<file path="src/rtl/conv_frame_sequencer.sv">
// Frame-level controller for the streaming convolver: accepts a raster frame, marks
// window-completing pixels and reports output coordinates. Optional: CONV_SEQ_STALL_CNT_EN.
module conv_frame_sequencer #(
    parameter int unsigned IMAGE_SIZE   = 28,
    parameter int unsigned KERNEL_SIZE  = 5,
    parameter int unsigned CONV_LATENCY = 3,
    localparam int unsigned OUT_N = IMAGE_SIZE - KERNEL_SIZE + 1,
    localparam int unsigned OW    = (OUT_N > 1) ? $clog2(OUT_N) : 1
) (
    input  logic          clk,
    input  logic          rstn,
    input  logic          start,
    input  logic          clear,
    input  logic          pix_valid,
    output logic          pix_ready,
    output logic          shift_en,
    output logic          out_valid,
    output logic [OW-1:0] out_row,
    output logic [OW-1:0] out_col,
    output logic          busy,
    output logic          done
`ifdef CONV_SEQ_STALL_CNT_EN
    ,
    output logic [15:0]   stall_cnt
`endif
);

    localparam int unsigned CW = (IMAGE_SIZE > 1) ? $clog2(IMAGE_SIZE) : 1;
    localparam int unsigned DW = $clog2(CONV_LATENCY + 1);

    localparam logic [CW-1:0] PIX_LAST = CW'(IMAGE_SIZE - 1);
    localparam logic [CW-1:0] WIN_MIN  = CW'(KERNEL_SIZE - 1);
    localparam logic [OW-1:0] OUT_LAST = OW'(OUT_N - 1);
    localparam logic [DW-1:0] DRAIN_LD = DW'(CONV_LATENCY);

    typedef enum logic [1:0] {
        StIdle,
        StRun,
        StDrain,
        StDone
    } state_e;

    state_e                  state_q, state_d;
    logic [CW-1:0]           row_q, row_d;
    logic [CW-1:0]           col_q, col_d;
    logic [DW-1:0]           drain_q, drain_d;
    logic [OW-1:0]           orow_q, orow_d;
    logic [OW-1:0]           ocol_q, ocol_d;
    logic [CONV_LATENCY-1:0] dly_q, dly_d;
    logic                    win_mark;

`ifdef CONV_SEQ_STALL_CNT_EN
    logic [15:0] stall_q, stall_d;
`endif

    always_ff @(posedge clk or negedge rstn) begin
        if (!rstn) begin
            state_q <= StIdle;
            row_q   <= '0;
            col_q   <= '0;
            drain_q <= '0;
            orow_q  <= '0;
            ocol_q  <= '0;
            dly_q   <= '0;
        end else begin
            state_q <= state_d;
            row_q   <= row_d;
            col_q   <= col_d;
            drain_q <= drain_d;
            orow_q  <= orow_d;
            ocol_q  <= ocol_d;
            dly_q   <= dly_d;
        end
    end

`ifdef CONV_SEQ_STALL_CNT_EN
    always_ff @(posedge clk or negedge rstn) begin
        if (!rstn) begin
            stall_q <= '0;
        end else begin
            stall_q <= stall_d;
        end
    end

    always_comb begin
        stall_d = stall_q;
        if (clear) begin
            stall_d = '0;
        end else if (state_q == StIdle && start) begin
            stall_d = '0;
        end else if (state_q == StRun && !pix_valid && stall_q != 16'hFFFF) begin
            stall_d = stall_q + 16'd1;
        end
    end

    assign stall_cnt = stall_q;
`endif

    always_comb begin
        pix_ready = (state_q == StRun);
        shift_en  = pix_valid & pix_ready;
        out_valid = dly_q[CONV_LATENCY-1];
        out_row   = orow_q;
        out_col   = ocol_q;
        busy      = (state_q == StRun) || (state_q == StDrain);
        done      = (state_q == StDone);
    end

    // Counters are sampled before this cycle's increment.
    assign win_mark = shift_en && (row_q >= WIN_MIN) && (col_q >= WIN_MIN);

    always_comb begin
        state_d = state_q;
        row_d   = row_q;
        col_d   = col_q;
        drain_d = drain_q;
        orow_d  = orow_q;
        ocol_d  = ocol_q;

        // Non-stallable: matches the fixed-latency MAC pipeline.
        dly_d    = '0;
        dly_d[0] = win_mark;
        for (int i = 1; i < int'(CONV_LATENCY); i++) begin
            dly_d[i] = dly_q[i-1];
        end

        if (out_valid) begin
            if (ocol_q == OUT_LAST) begin
                ocol_d = '0;
                orow_d = (orow_q == OUT_LAST) ? '0 : orow_q + 1'b1;
            end else begin
                ocol_d = ocol_q + 1'b1;
            end
        end

        unique case (state_q)
            StIdle: begin
                if (start) begin
                    state_d = StRun;
                    row_d   = '0;
                    col_d   = '0;
                    orow_d  = '0;
                    ocol_d  = '0;
                end
            end
            StRun: begin
                if (shift_en) begin
                    if (col_q == PIX_LAST) begin
                        col_d = '0;
                        if (row_q == PIX_LAST) begin
                            row_d   = '0;
                            state_d = StDrain;
                            drain_d = DRAIN_LD;
                        end else begin
                            row_d = row_q + 1'b1;
                        end
                    end else begin
                        col_d = col_q + 1'b1;
                    end
                end
            end
            StDrain: begin
                drain_d = drain_q - 1'b1;
                if (drain_q == DW'(1)) begin
                    state_d = StDone;
                end
            end
            StDone: begin
                state_d = StIdle;
            end
            default: begin
                state_d = StIdle;
            end
        endcase

        // Abort drops the frame and any results still in the MAC pipeline.
        if (clear) begin
            state_d = StIdle;
            row_d   = '0;
            col_d   = '0;
            drain_d = '0;
            orow_d  = '0;
            ocol_d  = '0;
            dly_d   = '0;
        end
    end

endmodule
</file>
<file path="config.mk">
export PLATFORM = sky130hd
export DESIGN_NAME = conv_frame_sequencer
export DESIGN_NICKNAME = d
export VERILOG_FILES = /design/src/rtl/conv_frame_sequencer.sv
export SDC_FILE = /design/constraint.sdc
export NUM_CORES = 1
export LEC_CHECK = 0
export BUFFER_PORTS_ARGS = -buffer_cell sky130_fd_sc_hd__buf_4
export CORE_ASPECT_RATIO = 0.7
export CORE_MARGIN = 2
export CORE_UTILIZATION = 51
export DETAILED_ROUTE_END_ITERATION = 12
export PLACE_DENSITY = 0.75
export SYNTH_ARGS = -nofsm -noshare
export SYNTH_HDL_FRONTEND = slang
export SYNTH_SLANG_ARGS = --single-unit
export TNS_END_PERCENT = 100
</file>
<file path="constraint.sdc">
create_clock -name clk -period 1.8 [get_ports clk]
set_clock_uncertainty 0.05 [all_clocks]
set_input_delay 0.09 -clock clk [delete_from_list [all_inputs] [get_ports clk]]
set_output_delay 0.09 -clock clk [all_outputs]
set_load 0.005 [all_outputs]
</file>
==> run_results.csv, run 1 <==
group,metric,value,unit
run_status,status,"completed",
cts,root_buffer,"clkbuf_8",
die,dieArea,3470,sq um
placed_design,post-dp-hpwl,2510,um
yosys,async_flop_share,100,%
yosys,syn_inst,157,
cts,htree_levels,1,
placed_design,port_buffers,19,
grt,grt_use_total,21.5,%
critical_path,r2r_end,"col_q[3]",
placed_design,gp_congestion,0.836,
timing,slew_headroom,65.2,%
yosys,ys_types,41,
route,drc,0,
die,std_cell_rows,16,
final_layout,layout-drive-gt1-share,28.9,%
critical_path,startpoint,"state_q[0]",
min_path,min_path_type,"input port to flip-flop",
timing,hold_ws,71.8,ps
timing,tightest_slew,515,ps
critical_path,worst_setup_path_start_kind,"flip-flop",
critical_path,worstSetupEndpointType,"flip-flop",
yosys,synth_seq_area_share,44.1,%
timing,setup_ws,8.93,ps
critical_path,path_max_fanout,5,
die,fp.dieH,49.9,um
critical_path,crit_arrival,1950,ps
cts,clockBufferDepth,2,
cts,cts.sinks,27,
yosys,synth-edff-count,0,
yosys,syn_area,1530,sq um
grt,grt_pass1_vias,1305,
grt,antenna_found_initial,0,
cts,clkTransAtPathRegs,90,ps
timing,period_share,99.5,%
yosys,ys_seq_elements,27,
timing,slew_violations,0,
grt,grt_util_met2,34.8,%
die,core,2820,sq um
critical_path,crit-reg2reg-launch,"state_q[0]",
grt,grt_pass1_wl,5930,um
min_path,worstHoldEndpoint,"dly_q[2]",
run,cap_violations,0,
final_layout,fin_nets,214,
cts,cts_buffers,3,
yosys,synth-main-ff-cell,"dfrtp_1",
route,dr.pass1.iters,5,
critical_path,reg2regPathDepth,6,
grt,grt_util_met3,5.32,%
cts,cts_tree,"built",
route,num_vias,1321,
yosys,synth_most_common_cell,"dfrtp_1",
min_path,hold_depth,2,
critical_path,rrSetupSlack,9,ps
route,avgViaCountPerCell,5.67,
yosys,synth_area_per_cell,9.76,sq um
route,antenna_left,0,
yosys,netlist.area_leader.share,44.1,%
timing,hold_viol_final,0,
timing,max_freq,0.558,GHz
timing,tns,0,ps
yosys,synth_area_leaders,"dfrtp_1 44%, ha_1 9.0%, inv_1 3.2%, a21oi_1 2.9%, o21ai_0 2.9%",
die,io_pins,20,
grt,met1_usage,29.2,%
timing,setup_viol,0,
route,routedWlPerCell,15.2,um
critical_path,critPathRequiredTime,1960,ps
timing,finalCriticalPeriod,1790,ps
critical_path,crit_type,"flip-flop to flip-flop",
placed_design,dp_slack,-35.2,ps
final_layout,n_antenna_cell,0,
yosys,ys.warnings.count,0,
route,drtIter0Drc,99,
cts,clock_latency,270,ps
timing,rsz0062_at_grt,"true",
yosys,yosys.area.top_type,"dfrtp_1",
pwr,p_per_area,905,nW/um^2
grt,grt_max_degree,28,
die,die_x,69.5,um
pwr,total_power,1.77,mW
yosys,synth_nets,173,
pwr,ir_drop,0.562,mV
grt,busiest_layer,"met2",
grt,gr-total-overflow,0,
yosys,synthTopCellsByCount,"27 x dfrtp_1, 13 x inv_1, 11 x ha_1, 11 x nand2_1, 11 x nor2_1",
final_layout,synthToLayoutAreaGrowth,27.8,%
pwr,power.leakage,0.912,nW
min_path,worstHoldStart,"clear",
die,start_util,54.3,%
route,drt-total-wl,3540,um
-- metrics by stage --
stage	cell area, sq um	utilization [%]	instances
after floorplan	1530	-	157
after global placement	1810	64.2	223
after detailed placement	1810	64.2	223
after CTS	1880	66.8	228
after global routing	1960	69.4	233
final	1960	69.4	233
-- per-layer routing --
layer | share of wire (%) | up-vias
met5 | 0 | -
met4 | 0.82 | 0
met3 | 2.9 | 4
met2 | 48 | 22
met1 | 48 | 651
li1 | - | 644
-- repair_timing --
item,CTS,global route
buffers inserted,0,4
setup endpoints to repair,10,10
pin swaps,1,3
hold buffers,1,0
resized for setup,5,10
endpoints found under the hold margin,27,0
cloned,0,1
-- layout by cell type (no fill, tap or decap), drive strengths merged, types with 2 or more instances in the layout --
master   n
buf     37
xnor2    2
and2     2
nand4    2
dfrtp   27
a21oi   11
nor2b    2
o31ai    3
nor3     5
nand2   11
nor4     2
or4      4
nand3    8
mux2i    3
nor3b    2
a21o     5
and4b    2
o22a     2
clkbuf   3
o21ai    9
xor2     2
nor2    11
a31oi    2
ha      11
nand2b   3
inv     13
-- logic make-up (layout without fill, tap and decap cells) --
| group | Yosys count | in the layout | share of synthesized area, % |
|---|---|---|---|
| AO/OA/AOI/OAI | 35 | 36 | 15.6 |
| flip-flops | 27 | 27 | 44.1 |
| XOR/XNOR | 4 | 4 | 2.29 |
| adder cells (fa/ha/maj) | 11 | 11 | 8.98 |
| buffers and inverters | 16 | 55 | 4.00 |
| AND/OR/NAND/NOR | 60 | 60 | 22.4 |
| multiplexers | 4 | 4 | 2.69 |
-- cell type report --
type | count | area, sq um
clock buffer | 3 | 41.3
clock inverter | 1 | 5.00
fill | 226 | 865
inverter | 13 | 48.8
multi-input combinational | 115 | 855
sequential | 27 | 676
tap | 36 | 45.0
timing repair buffer | 38 | 288
-- worst max-delay path, cell delays in order, from the launching register on --
cell     delay [ps]
dfrtp_1         420
buf_4           170
ha_4            180
mux2_2          280
a21oi_4          80
or4_1           460
nand3_1          90
-- flip-flops by register name, indices dropped and copies added (netlist names) --
| register | count |
|---|---|
| dly_q | 3 |
| state_q | 2 |
| col_q | 5 |
| out_col | 5 |
| out_row | 5 |
| drain_q | 2 |
| row_q | 5 |
-- worst max path at each step --
stage | endpoint | slack, ps | cells past startpoint
6_report | col_q[3] | 9 | 6
5_1_grt | col_q[3] | -30 | 6
4_1_cts | state_q[1] | 2 | 6
3_5_place_dp | col_q[0] | -40 | 6
3_3_place_gp | state_q[1] | -40 | 6
2_1_floorplan | row_q[2] | 20 | 6
-- power breakdown --
part	switching (mW)	internal, mW	leakage [nW]
logic	0.364	0.369	0.514
clock network	0.185	0.155	0.0255
registers	0.0441	0.656	0.373
total	0.593	1.18	0.912
Power figures use the tool's default switching activity.
==> run 2: changes to the inputs <==
--- a/config.mk
+++ b/config.mk
@@ -10,6 +10,7 @@
 export CORE_MARGIN = 2
 export CORE_UTILIZATION = 51
 export DETAILED_ROUTE_END_ITERATION = 12
+export MAX_ROUTING_LAYER = met4
 export PLACE_DENSITY = 0.75
 export SYNTH_ARGS = -nofsm -noshare
 export SYNTH_HDL_FRONTEND = slang
==> constraint.sdc (replaced) <==
create_clock -name clk -period 1.8 [get_ports clk]
set_clock_uncertainty 0.05 [all_clocks]
set_input_delay 0.36 -clock clk [delete_from_list [all_inputs] [get_ports clk]]
set_output_delay 0.36 -clock clk [all_outputs]
set_load 0.005 [all_outputs]
==> run 2 against run 1 <==
  * Setup slack worse by 1.0 ps
  * Core utilization stayed put
  * Global-route usage rose by 0.57 points
  * First-iteration DRC count is 8.1% lower
  * Total power about the same
  * Sequential share of layout area did not move
  * Combinational power about the same
  * Sequential cell count unchanged
  * Non-clock buffer count stayed put
  * Largest cell class unchanged
==> run_results.csv, run 2 (same netlist as run 1, synthesis figures left out) <==
group,metric,value,unit
timing,max_freq,0.558,GHz
final_layout,synthToLayoutAreaGrowth,27.8,%
die,io_pins,20,
critical_path,crit-reg2reg-launch,"state_q[0]",
critical_path,crit_type,"flip-flop to flip-flop",
die,start_util,54.3,%
min_path,worstHoldStart,"clear",
final_layout,fin_nets,214,
die,die_x,69.5,um
pwr,power.leakage,0.912,nW
route,avgViaCountPerCell,5.71,
run_status,status,"completed",
final_layout,final_common_cell,"buf_4",
pwr,p_per_area,906,nW/um^2
timing,period_share,99.6,%
route,drt-total-wl,3530,um
grt,grt_use_total,22.1,%
die,fp.dieH,49.9,um
timing,hold_ws,350,ps
cts,cts_tree,"built",
run,cap_violations,0,
timing,setup_viol,0,
route,num_vias,1330,
route,drc,0,
pwr,ir_drop,0.563,mV
timing,rsz0062_at_grt,"true",
grt,antenna_found_initial,0,
cts,root_buffer,"clkbuf_8",
timing,slew_headroom,65.3,%
final_layout,n_antenna_cell,0,
critical_path,crit_arrival,1950,ps
cts,cts.sinks,27,
timing,slew_violations,0,
final_layout,layout_common_cells,"37 x buf_4, 27 x dfrtp_1, 11 x inv_1, 11 x nor2_1, 11 x nand2_1",
final_layout,layout-drive-gt1-share,28.9,%
grt,grt_pass1_wl,5920,um
critical_path,rrSetupSlack,8,ps
placed_design,dpl_cell_area,1810,sq um
critical_path,critPathRequiredTime,1960,ps
pwr,total_power,1.77,mW
min_path,worstHoldEndpoint,"dly_q[2]",
critical_path,path_max_fanout,5,
die,std_cell_rows,16,
placed_design,post-dp-hpwl,2510,um
cts,clockBufferDepth,2,
grt,gr-total-overflow,0,
final_layout,final_cells,233,
min_path,min_path_type,"input port to flip-flop",
cts,htree_levels,1,
timing,finalCriticalPeriod,1790,ps
critical_path,worst_setup_path_start_kind,"flip-flop",
grt,grt_pass1_vias,1309,
cts,clock_latency,270,ps
placed_design,gp_congestion,0.849,
min_path,hold_depth,2,
timing,hold_viol_final,0,
grt,grt_max_degree,28,
timing,tightest_slew,513,ps
placed_design,dpl.cell_count,223,
cts,clkTransAtPathRegs,90,ps
die,core,2820,sq um
cts,cts_buffers,3,
critical_path,reg2regPathDepth,6,
final_layout,final_area,1960,sq um
route,routedWlPerCell,15.1,um
route,dr.pass1.iters,5,
route,antenna_left,0,
die,dieArea,3470,sq um
final_layout,final_util,69.4,%
critical_path,worstSetupEndpointType,"flip-flop",
critical_path,r2r_end,"col_q[3]",
placed_design,port_buffers,19,
route,drtIter0Drc,91,
## run 2: report_power, final
part	total [mW]	internal, mW	leakage, nW	switching (mW)
Combinational	0.732	0.369	0.514	0.363
Clock	0.341	0.155	0.0255	0.186
Sequential	0.700	0.656	0.373	0.0441
Total	1.77	1.18	0.912	0.593
## run 2: critical path, stage by stage, from the launching register on
cell,delay (ps)
dfrtp_1,420
buf_4,170
ha_4,180
mux2_2,280
a21oi_4,80
or4_1,460
nand3_1,90
## run 2: per-stage QoR
| step | worst slack, ps | TNS [ps] |
|---|---|---|
| finish | 7.90 | 0 |
| global route | -29.2 | -74.9 |
| CTS | 1.80 | 0 |
| detailed placement | -35.2 | -175 |
| global placement | -36.3 | -109 |
| floorplan | 24.3 | 0 |
## run 2: timing repair
| item | in CTS | in global routing |
|---|---|---|
| gates cloned | 0 | 1 |
| hold buffers | 1 | 0 |
| setup buffers | 0 | 4 |
| endpoints found under the hold margin | 27 | 0 |
| pin swaps | 1 | 3 |
| gates resized for setup | 5 | 10 |
| endpoints found under the setup margin | 11 | 11 |
## run 2: how the worst max path moves through the flow
stage	start	end	cells past startpoint
4_1_cts	state_q[0]	shift_en	4
3_3_place_gp	state_q[0]	state_q[1]	6
2_1_floorplan	state_q[0]	row_q[2]	6
3_5_place_dp	state_q[0]	col_q[0]	6
5_1_grt	state_q[0]	col_q[3]	6
6_report	state_q[0]	col_q[3]	6
## run 2: layout make-up
class,instances,area (sq um)
Tap cell,36,45.0
Multi-Input combinational cell,115,855
Timing Repair Buffer,38,288
Clock buffer,3,41.3
Inverter,13,48.8
Sequential cell,27,676
Fill cell,226,865
Clock inverter,1,5.00
## run 2: routing by layer
| layer | routed length [um] | up-vias | GRT usage (%) |
|---|---|---|---|
| li1 | - | 645 | - |
| met1 | 1700 | 646 | 29.0 |
| met2 | 1670 | 35 | 34.8 |
| met3 | 130 | 4 | 5.32 |
| met4 | 30 | 0 | 5.56 |
| met5 | 0 | - | - |
==> run 3: changes to the inputs <==
--- a/config.mk
+++ b/config.mk
@@ -12,6 +12,7 @@
 export DETAILED_ROUTE_END_ITERATION = 12
 export MAX_ROUTING_LAYER = met4
 export PLACE_DENSITY = 0.75
+export RECOVER_POWER = 50
 export SYNTH_ARGS = -nofsm -noshare
 export SYNTH_HDL_FRONTEND = slang
 export SYNTH_SLANG_ARGS = --single-unit
==> run 3 against run 2 <==
  * Sequential share of layout area is essentially flat
  * Cell count is the same
  * Die area unchanged
  * Sequential cell count is the same
  * Routed wire length is 0.20% lower
  * Critical endpoint unchanged
  * Highest routed layer unchanged
  * First-iteration DRC count is 5.5% higher
  * Fmax barely moved
  * Largest cell class unchanged
  * Total power is essentially flat
==> run_results.csv, run 3 (same netlist as run 1, synthesis figures left out) <==
group,metric,value,unit
final_layout,multiInputGateArea,855,sq um
placed_design,gp_congestion,0.849,
route,avgViaCountPerCell,5.68,
route,drc,0,
die,core,2820,sq um
cts,clkTransAtPathRegs,90,ps
route,num_vias,1324,
run_status,status,"completed",
cts,cts_tree,"built",
die,fp.dieH,49.9,um
timing,slew_headroom,54.5,%
timing,hold_ws,350,ps
timing,max_freq,0.558,GHz
critical_path,crit_buf_inv,1,
route,routedWlPerCell,15.1,um
final_layout,synthToLayoutAreaGrowth,27.6,%
final_layout,layout-drive-gt1-share,28.9,%
route,drt-total-wl,3520,um
critical_path,cp_slowest_cell,"or4_1",
route,drtIter0Drc,96,
final_layout,fillCellCount,226,
timing,tns,0,ps
final_layout,final_common_cell,"buf_4",
run,cap_violations,0,
cts,clock_latency,270,ps
critical_path,path_max_fanout,5,
pwr,power.leakage,0.910,nW
pwr,seqPwrFrac,39.5,%
pwr,ir_drop,0.562,mV
die,start_util,54.3,%
cts,root_buffer,"clkbuf_8",
grt,grt_max_degree,28,
route,dr.pass1.iters,4,
critical_path,cp_cell_sequence,"buf_4, ha_4, mux2_2, a21oi_4, or4_1, nand3_1",
timing,rsz0062_at_grt,"true",
grt,grt_use_total,22.1,%
final_layout,fin_nets,214,
critical_path,critPathRequiredTime,1960,ps
cts,cts_buffers,3,
grt,grt_pass1_vias,1309,
placed_design,post-dp-hpwl,2510,um
pwr,p_per_area,907,nW/um^2
die,std_cell_rows,16,
timing,finalCriticalPeriod,1790,ps
placed_design,port_buffers,19,
cts,htree_levels,1,
grt,gr-total-overflow,0,
die,io_pins,20,
pwr,p_clk_share,19.2,%
timing,slew_violations,0,
cts,clockBufferDepth,2,
timing,hold_viol_final,0,
timing,setup_viol,0,
pwr,comb_power_share,41.3,%
die,dieArea,3470,sq um
die,die_x,69.5,um
min_path,min_path_type,"input port to flip-flop",
critical_path,cpPeakStageDelay,460,ps
pwr,switching_power,0.593,mW
final_layout,layout_common_cells,"33 x buf_4, 27 x dfrtp_1, 11 x inv_1, 11 x nor2_1, 11 x nand2_1",
critical_path,crit_type,"flip-flop to flip-flop",
grt,antenna_found_initial,0,
final_layout,n_antenna_cell,0,
route,antenna_left,0,
critical_path,worstSetupEndpointType,"flip-flop",
pwr,p_sw_share,33.5,%
grt,grt_pass1_wl,5920,um
timing,period_share,99.6,%
critical_path,worst_setup_path_start_kind,"flip-flop",
critical_path,critical_path.top_delay_family,"simple AND/OR/NAND/NOR gates",
pwr,internal_power,1.18,mW
cts,cts.sinks,27,
critical_path,crit_arrival,1950,ps
timing,tightest_slew,682,ps
final_layout,ff_latch_area,676,sq um
==> run 3: worst reg2reg max path: stages, from the launching register on <==
cell and delay, ps:
dfrtp_1 420, buf_4 170, ha_4 180, mux2_2 280, a21oi_4 80, or4_1 460, nand3_1 90
==> run 3: final timing paths <==
kind | from | end | slack, ps | depth (start not counted)
max | state_q[0] | col_q[3] | 7 | 6
min | clear | dly_q[2] | 350 | 2
max reg2reg | state_q[0] | col_q[3] | 7 | 6
min reg2reg | dly_q[0] | dly_q[1] | 440 | 1
max in group asynchronous | rstn | row_q[1] | 660 | 2
min in group asynchronous | rstn | out_col[4] | 600 | 2
==> run 3: per-stage QoR <==
step / instance area, sq um / power (mW) / cells / utilization, % / setup slack [ps]
global route: 1960 / 1.89 / 233 / 69.3 / -29.2
finish: 1960 / 1.77 / 233 / 69.3 / 7.24
CTS: 1880 / 1.68 / 228 / 66.8 / 1.80
global placement: 1810 / 1.28 / 223 / 64.2 / -36.3
detailed placement: 1810 / 1.31 / 223 / 64.2 / -35.2
floorplan: 1530 / 1.04 / 157 / - / 24.3
==> run 3: power groups by stage <==
| stage | Combinational, mW | Sequential (mW) | Clock [mW] |
|---|---|---|---|
| after global placement | 0.571 | 0.704 | 0 |
| after detailed placement | 0.599 | 0.709 | 0 |
| after global routing | 0.801 | 0.707 | 0.386 |
| after floorplan | 0.333 | 0.709 | 0 |
| final | 0.732 | 0.700 | 0.340 |
| after CTS | 0.630 | 0.697 | 0.354 |
==> run 3: area by class of cell <==
cell class | count | area share [%]
Clock buffer | 3 | 2.11
Clock inverter | 1 | 0.256
Inverter | 13 | 2.50
Multi-Input combinational cell | 115 | 43.7
Sequential cell | 27 | 34.5
Tap cell | 36 | 2.30
Timing Repair Buffer | 38 | 14.6
==> run 3: layer usage <==
| metal | GRT usage, % | vias to the layer above | share of wire, % |
|---|---|---|---|
| met5 | - | - | 0 |
| met4 | 5.56 | 0 | 0.85 |
| met3 | 5.32 | 4 | 3.6 |
| met2 | 34.8 | 31 | 47 |
| met1 | 29.0 | 643 | 49 |
| li1 | - | 646 | - |
==> run 3: what timing repair did <==
| action | CTS | global route |
|---|---|---|
| gates cloned | 0 | 1 |
| resized for setup | 5 | 10 |
| hold endpoints to repair | 27 | 0 |
| pin swaps | 1 | 3 |
| buffers inserted | 0 | 4 |
| setup endpoints to repair | 11 | 11 |
| hold buffers | 1 | 0 |
